File: config.mk
export PLATFORM = sky130hd
export DESIGN_NAME = y_writeback_ctrl
export DESIGN_NICKNAME = d
export VERILOG_FILES = /design/src/rtl/y_writeback_ctrl.sv
export SDC_FILE = /design/constraint.sdc
export NUM_CORES = 1
export LEC_CHECK = 0
export CAP_MARGIN = 20
export CORE_MARGIN = 3
export CORE_UTILIZATION = 45
export CTS_CLUSTER_SIZE = 16
export DETAILED_ROUTE_END_ITERATION = 8
export GPL_ROUTABILITY_DRIVEN = 0
export PLACE_DENSITY_LB_ADDON = 0.15
export SLEW_MARGIN = 20
export SYNTH_ARGS = -nofsm -noshare
export SYNTH_HDL_FRONTEND = slang
export SYNTH_SLANG_ARGS = --single-unit
File: constraint.sdc
create_clock -name CLK -period 2.34 [get_ports CLK]
set_input_delay 0.234 -clock CLK [delete_from_list [all_inputs] [get_ports CLK]]
set_output_delay 0.234 -clock CLK [all_outputs]
set_load 0.1 [all_outputs]
File: src/rtl/y_writeback_ctrl.sv
// Write-side sequencer for the layer output RAM: turns each accepted neuron
// result into one RAM write cycle and pulses layer_done when the layer is full.
module y_writeback_ctrl #(
  parameter int unsigned MAX_DEPTH   = 4,
  parameter int unsigned MAX_NEURONS = 8,
  parameter int unsigned DATA_W      = 16,
  parameter int unsigned LIDX_W      = 2,
  parameter int unsigned NIDX_W      = 3
) (
  input  logic              CLK,
  input  logic              RST_N,
  input  logic              start,
  input  logic [LIDX_W-1:0] start_layer,
  input  logic [NIDX_W:0]   start_count,
  input  logic              y_valid,
  input  logic [DATA_W-1:0] y_data,
  output logic              y_ready,
  output logic              ram_rw,
  output logic [LIDX_W-1:0] ram_layer_index,
  output logic [NIDX_W-1:0] ram_neuron_index,
  output logic [DATA_W-1:0] ram_y_in,
  output logic              busy,
  output logic              layer_done,
  output logic              err
);

  localparam int unsigned CNT_W = NIDX_W + 1;

  typedef enum logic [1:0] {
    S_IDLE = 2'd0,
    S_FILL = 2'd1,
    S_DONE = 2'd2
  } state_t;

  state_t state, state_nxt;

  logic [LIDX_W-1:0] layer_q;
  logic [CNT_W-1:0]  count_q;
  logic [NIDX_W-1:0] nidx_q;

  logic              start_ok_c;
  logic              accept_c;
  logic              last_c;

  logic              y_ready_nxt;
  logic              ram_rw_nxt;
  logic [LIDX_W-1:0] ram_layer_index_nxt;
  logic [NIDX_W-1:0] ram_neuron_index_nxt;
  logic [DATA_W-1:0] ram_y_in_nxt;
  logic              busy_nxt;
  logic              layer_done_nxt;
  logic              err_nxt;

  // Request qualification; layer 0 holds the master inputs and is never a target.
  always_comb begin
    start_ok_c = 1'b0;
    if (start && state == S_IDLE && start_layer != '0 && start_count != '0 &&
        32'(start_layer) <= (MAX_DEPTH - 1) && 32'(start_count) <= MAX_NEURONS) begin
      start_ok_c = 1'b1;
    end
  end

  assign accept_c = y_valid && (state == S_FILL);
  assign last_c   = accept_c && ({1'b0, nidx_q} == (count_q - CNT_W'(1)));

  // State register.
  always_ff @(posedge CLK or negedge RST_N) begin
    if (!RST_N) begin
      state <= S_IDLE;
    end else begin
      state <= state_nxt;
    end
  end

  // Next-state logic.
  always_comb begin
    state_nxt = state;
    case (state)
      S_IDLE:  if (start_ok_c) state_nxt = S_FILL;
      S_FILL:  if (last_c) state_nxt = S_DONE;
      S_DONE:  state_nxt = S_IDLE;
      default: state_nxt = S_IDLE;
    endcase
  end

  // Next values of the registered outputs.
  always_comb begin
    y_ready_nxt          = (state_nxt == S_FILL);
    busy_nxt             = (state_nxt != S_IDLE);
    ram_rw_nxt           = accept_c;
    ram_layer_index_nxt  = ram_layer_index;
    ram_neuron_index_nxt = ram_neuron_index;
    ram_y_in_nxt         = ram_y_in;
    layer_done_nxt       = last_c;
    err_nxt              = start && !start_ok_c;
    if (accept_c) begin
      ram_layer_index_nxt  = layer_q;
      ram_neuron_index_nxt = nidx_q;
      ram_y_in_nxt         = y_data;
    end
  end

  // Output registers; the write lands exactly one cycle after the accept.
  always_ff @(posedge CLK or negedge RST_N) begin
    if (!RST_N) begin
      y_ready          <= 1'b0;
      busy             <= 1'b0;
      ram_rw           <= 1'b0;
      ram_layer_index  <= '0;
      ram_neuron_index <= '0;
      ram_y_in         <= '0;
      layer_done       <= 1'b0;
      err              <= 1'b0;
    end else begin
      y_ready          <= y_ready_nxt;
      busy             <= busy_nxt;
      ram_rw           <= ram_rw_nxt;
      ram_layer_index  <= ram_layer_index_nxt;
      ram_neuron_index <= ram_neuron_index_nxt;
      ram_y_in         <= ram_y_in_nxt;
      layer_done       <= layer_done_nxt;
      err              <= err_nxt;
    end
  end

  // Fill context: target layer, beat count and running neuron index.
  always_ff @(posedge CLK or negedge RST_N) begin
    if (!RST_N) begin
      layer_q <= '0;
      count_q <= '0;
      nidx_q  <= '0;
    end else if (start_ok_c) begin
      layer_q <= start_layer;
      count_q <= start_count;
      nidx_q  <= '0;
    end else if (accept_c && !last_c) begin
      nidx_q  <= nidx_q + NIDX_W'(1);
    end
  end

endmodule

==> qor.yml, run 1 <==
area_growth_pct: 33.47
finalSetupViolCount: 0
drtIter0Drc: 61
violations: "hold timing"
yosysWarnings: 0
clk_pin_slew_worst_paths_ns: 0.10
post-route-util_pct: 65.79
htree_num_levels: 2
slowest_stage: "dfrtp_1"
die_h_microns: 65
crit_type: "flop to flop"
worstPathCellList: "inv_1 > ha_1 > xor2_1 > a311o_1 > a211oi_2 > o21ai_0"
initial_core_util_pct: 49.29
grt_pass1_vias: 1228
nets: 236
reg2reg_from: "count_q[0]"
syn_inst: 153
yosys.area.top_type: "dfrtp_1"
drt-total-wl_microns: 3401
worst_slew_pin_slew_ns: 0.7891
synthTopCellsByArea: "dfrtp_1 59%, nand2_1 16%, mux2_4 2.9%"
grt_remaining_overflow: 0
ant_nets: 0
cts-hold-fix-buffers: 0
period_minus_slack_ns: 1.843
core_sq_um: 3178
cap_violations: 0
synth_area_per_cell_sq_um: 10.24
endpoint_kind: "flop"
netlist_area_sq_um: 1567
antenna_cells: 0
seq_area_frac_synth_pct: 59.11
r2r-end: "state[0]"
vias_per_cell: 4.988
rows: 20
cp_max_fo: 4
wire_per_inst_microns: 13.55
io-pin-count: 52
ctsLongestPathBuffers: 2
die_w_microns: 65
tns_ns: 0
status: "complete, but fails checks"
hpwl_microns: 2522
drt-pass1-iter-count: 4
grt_max_degree: 38
slew_headroom_pct: 47.39
startpoint_type: "flop"
antenna_found_initial: 0
synth_fp_nets: 181
dr_total_vias: 1252
nFillCells: 265
period_share_pct: 78.75
rsz0062_at_grt: "no"
layout-drive-gt1-share_pct: 22.22
synth-seq-cells: 37
fmax_mhz: 542.7
clock_latency_ns: 0.34
arrival_ns: 2.04
port_buffers: 51
rrSetupSlack_ns: 0.50
postCtsSetupRepairBufs: 0
grt_pass1_wl_microns: 5651
hold_viol: 37
ys_types: 29
cts_resized: 0
grtUsageTotal_pct: 17.53
die_area_sq_um: 4225
final_max_slew_viol_count: 0
worst_hold_path_type: "primary input to async pin"
max_stage_delay_ns: 0.41
synth_top_area_share_pct: 59.11
reg2regPathDepth: 6
numCtsBuffers: 5
finClkSkew_ns: 0.006525
cts-root-buf: "clkbuf_4"
cts.sinks: 37
cts_tree: "built"
remaining_drc_errors: 0
required_ns: 2.54
holdWs_ns: -0.02661
metal layers:
metal / share of wire [%] / vias to the layer above / GRT usage, %
li1: - / 603 / -
met1: 41 / 602 / 21.17
met2: 51 / 44 / 30.40
met3: 7.3 / 3 / 4.506
met4: 0.71 / 0 / 5.541
met5: 0 / - / 0
worst max path at each step:
stage	start	to	slack [ns]	cells past startpoint
finish	count_q[0]	state[0]	0.50	6
global route	count_q[0]	y_ready	0.39	6
CTS	count_q[0]	nidx_q[1]	0.50	6
detailed placement	start_count[1]	count_q[1]	0.29	4
global placement	start_count[1]	count_q[0]	0.34	4
floorplan	count_q[0]	nidx_q[0]	0.70	6
critical path, delay by kind of cell (launching register included):
family          cells  cell delay, ns
buf+inv             1            0.08
compound gates      3            0.85
fa+ha+maj           1            0.20
xor+xnor            1            0.16
flops               1            0.41
layout by cell type (no fill, tap or decap), types with 2 or more instances in the layout:
cell / netlist / layout
nand2_1: 68 / 68
dfrtp_1: 37 / 37
buf_4: 0 / 28
clkdlybuf4s50_1: 0 / 24
inv_1: 6 / 6
clkbuf_4: 0 / 5
xor2_1: 3 / 3
mux2_4: 3 / 3
a21oi_1: 3 / 3
mux2i_1: 3 / 3
nand3b_1: 2 / 2
o31ai_1: 2 / 2
nand3_1: 2 / 2
o21ai_0: 2 / 2
mux2_2: 2 / 2
ha_1: 2 / 2
cell usage after synthesis:
cell type / n
a311oi_1: 1
nand3_1: 2
inv_1: 6
mux2_2: 2
mux2i_1: 3
a211oi_2: 1
clkbuf_1: 2
nor3b_1: 1
and2_2: 1
mux2_4: 3
nand3b_1: 2
nor3_1: 1
nand2b_1: 1
a41oi_2: 1
o31ai_1: 2
a21oi_1: 3
or4_1: 1
o21ai_0: 2
dfrtp_1: 37
buf_6: 1
xor2_1: 3
a22oi_2: 1
a211oi_1: 1
or2_2: 1
ha_1: 2
nand4_2: 1
nand2_1: 68
a311o_1: 1
buf_2: 2
sequential cells by signal, summed over array words and instances (netlist names):
name,cells
busy,1
count_q,4
err,1
layer_done,1
layer_q,2
nidx_q,3
ram_layer_index,2
ram_neuron_index,3
ram_rw,1
ram_y_in,16
state,2
y_ready,1
final cells by class:
cell class              count  area [sq um]  area share [%]
multi-input cells         105         589.3           28.19
repair buffers             53         455.4           21.78
well taps                  44         55.05           2.633
clock inverters             1         5.005          0.2394
flip-flops and latches     37         925.9           44.28
clock buffers               5         37.54           1.795
inverters                   6         22.52           1.077
cell families (layout without fill, tap and decap cells):
family / count (synthesis) / in the layout / share of synthesized area [%]
compound gates: 13 / 13 / 6.869
fa+ha+maj: 2 / 2 / 1.597
buf+inv: 11 / 65 / 3.275
mux: 8 / 8 / 6.230
xor+xnor: 3 / 3 / 1.678
flops: 37 / 37 / 59.11
simple gates: 79 / 79 / 21.25
stage by stage:
stage          setup slack [ns]  cells  instance area (sq um)
6_report                 0.4973    251                   2091
5_1_grt                  0.3923    251                   2091
4_1_cts                  0.5005    251                   2091
3_5_place_dp             0.2911    245                   2048
3_3_place_gp             0.3409    245                   2048
2_1_floorplan            0.6985    153                   1567
Power of run 1 is left out: the tool's default activity adds up to more than one toggle a clock period on the data nets, which glitch-free logic cannot reach.
==> run 2: changes to the inputs <==
==> constraint.sdc (replaced) <==
create_clock -name CLK -period 1.8 [get_ports CLK]
set_input_delay 0.18 -clock CLK [delete_from_list [all_inputs] [get_ports CLK]]
set_output_delay 0.18 -clock CLK [all_outputs]
set_load 0.1 [all_outputs]
==> run 2 against run 1 <==
Against the previous run:
- the run now ends clean
- non-clock buffer count increased by 11
- sequential share of layout area decreased by 2.2 points
- routed wire length increased by 1.7%
- worst setup slack got worse by 0.38 ns
- sequential cell count unchanged
==> qor.yml, run 2 (synthesized netlist as in run 1, its figures left out) <==
antenna_cells: 0  # unchanged
regMostFlops: "ram_y_in"
numCtsBuffers: 5  # unchanged
hpwl_microns: 2626  # +4.1%
clk_pin_slew_worst_paths_ns: 0.10  # about the same
grt_pass1_vias: 1356  # +10%
die_h_microns: 65  # unchanged
drtIter0Drc: 46  # -25%
worstPathCellList: "inv_1 > ha_2 > xor2_1 > nand3_2 > a22oi_2 > mux2i_1"
dp.cells: 254  # +3.7%
nFillCells: 242  # -8.7%
r2r-end: "nidx_q[0]"
cts.sinks: 37  # unchanged
dr_total_vias: 1291  # +3.1%
wire_per_inst_microns: 13.16  # -2.9%
cp_max_fo: 3  # -1
finClkSkew_ns: 0.007578  # +0.001053 ns
ant_nets: 0  # unchanged
cts-root-buf: "clkbuf_4"
status: "complete, no violations"
critPathTopFamily: "flip-flops"
crit_type: "flop to flop"
grt_max_degree: 38  # unchanged
rrSetupSlack_ns: 0.12  # -0.38 ns
htree_num_levels: 2  # unchanged
drt-total-wl_microns: 3460  # +1.7%
final_cell_area_sq_um: 2201  # +5.3%
arrival_ns: 1.94  # -0.10 ns
die_w_microns: 65  # unchanged
worst_hold_path_type: "primary input to flop"
path_buf_inv: 1  # unchanged
worst_slew_pin_slew_ns: 0.7940  # +0.004882 ns
startpoint_type: "flop"
grt_pass1_wl_microns: 5809  # +2.8%
area_growth_pct: 40.50
cp-endpoint: "nidx_q[0]"
fmax_mhz: 594.3  # +9.5%
finalSetupViolCount: 0  # unchanged
holdWs_ns: 0.3789  # +0.4055 ns
seq_area_sq_um: 925.9  # unchanged
core_sq_um: 3178  # unchanged
slew_headroom_pct: 47.07  # -0.33 points
hold_viol: 0  # -100%
vias_per_cell: 4.909  # -1.6%
die_area_sq_um: 4225  # unchanged
period_share_pct: 93.48  # +15 points
top_regs: "ram_y_in: 16 flops, count_q: 4 flops"
clock_latency_ns: 0.33  # about the same
placed_area_sq_um: 2116  # +3.3%
final_max_slew_viol_count: 0  # unchanged
reg2regPathDepth: 6  # unchanged
rows: 20  # unchanged
endpoint_kind: "flop"
crit_start: "count_q[0]"
port_buffers: 51  # unchanged
largest_register_ffs: 16  # unchanged
cp.depth: 6  # unchanged
layout-drive-gt1-share_pct: 26.94  # +4.7 points
slowest_stage: "dfrtp_1"
reg2reg_from: "count_q[0]"
cts_tree: "built"
grtUsageTotal_pct: 17.71  # +0.18 points
mostFrequentLayoutCell: "nand2_1"
max_stage_delay_ns: 0.40  # about the same
remaining_drc_errors: 0  # unchanged
layout_common_cells: "68 x nand2_1, 38 x buf_4, 37 x dfrtp_1"
cap_violations: 0  # unchanged
drt-pass1-iter-count: 4  # unchanged
period_minus_slack_ns: 1.683  # -0.1600 ns
initial_core_util_pct: 49.29  # unchanged
antenna_found_initial: 0  # unchanged
required_ns: 2.06  # -0.48 ns
final_cells: 263  # +4.8%
ctsLongestPathBuffers: 2  # unchanged
multiInputGateArea_sq_um: 601.8  # +2.1%
io-pin-count: 52  # unchanged
nets: 247  # +4.7%
grt_remaining_overflow: 0  # unchanged
run 2: changes by cell type in the layout (fill, tap and decap cells not counted), sizes merged:
cell	previous run	this run
dlygate4sd3	0	1
clkbuf	5	7
clkinv	1	0
buf	29	39
run 2: how the worst min path moves through the flow:
stage	from	to	slack (ns)	cells past startpoint
after floorplan	RST_N	busy	-0.12	0
after global placement	RST_N	busy	0.30	1
after detailed placement	RST_N	busy	0.32	1
after CTS	y_data[5]	ram_y_in[5]	0.37	3
after global routing	y_data[5]	ram_y_in[5]	0.37	3
final	y_data[5]	ram_y_in[5]	0.38	3
run 2: area by class of cell:
class	instances	share of cell area [%]
clock buffers	7	2.501
inverters	6	1.023
multi-input cells	105	27.35
flip-flops and latches	37	42.07
well taps	44	2.501
repair buffers	64	24.56
run 2: what timing repair did:
item                                    CTS  global route
resized for setup                         0             3
endpoints found under the setup margin    0             3
hold buffers                              1             0
setup buffers                             0             1
endpoints found under the hold margin    37             0
run 2: worst min-delay path, stage by stage:
cell	delay (ns)
clkdlybuf4s50_1	0.39
nand2_1	0.06
nand2_1	0.04
run 2: per-layer routing:
metal / vias to the layer above / wire length [microns] / GRT usage (%) / share of wire, %
met5: - / 0 / 0 / 0
met4: 0 / 60 / 7.916 / 1.7
met3: 7 / 215 / 4.506 / 6.2
met2: 41 / 1745 / 30.14 / 50
met1: 613 / 1438 / 20.95 / 42
li1: 630 / - / - / -
run 2: per-stage QoR:
stage	setup slack, ns	util, %	TNS, ns
5_1_grt	-0.005391	69.25	-0.005391
3_3_place_gp	-0.09819	66.57	-0.3928
6_report	0.1173	69.25	0
4_1_cts	0.04188	68.62	0
2_1_floorplan	0.1585	-	0
3_5_place_dp	-0.1884	66.57	-1.113
Power of run 2 is left out for the same reason.
==> run 3: changes to the inputs <==
--- a/config.mk
+++ b/config.mk
@@ -5,6 +5,7 @@
 export SDC_FILE = /design/constraint.sdc
 export NUM_CORES = 1
 export LEC_CHECK = 0
+export ABC_CLOCK_PERIOD_IN_PS = 1800
 export CAP_MARGIN = 20
 export CORE_MARGIN = 3
 export CORE_UTILIZATION = 45
==> results of run 3 <==
The final DEF is identical to that of run 2; final timing and power are the same.
Power of run 3 is left out for the same reason.
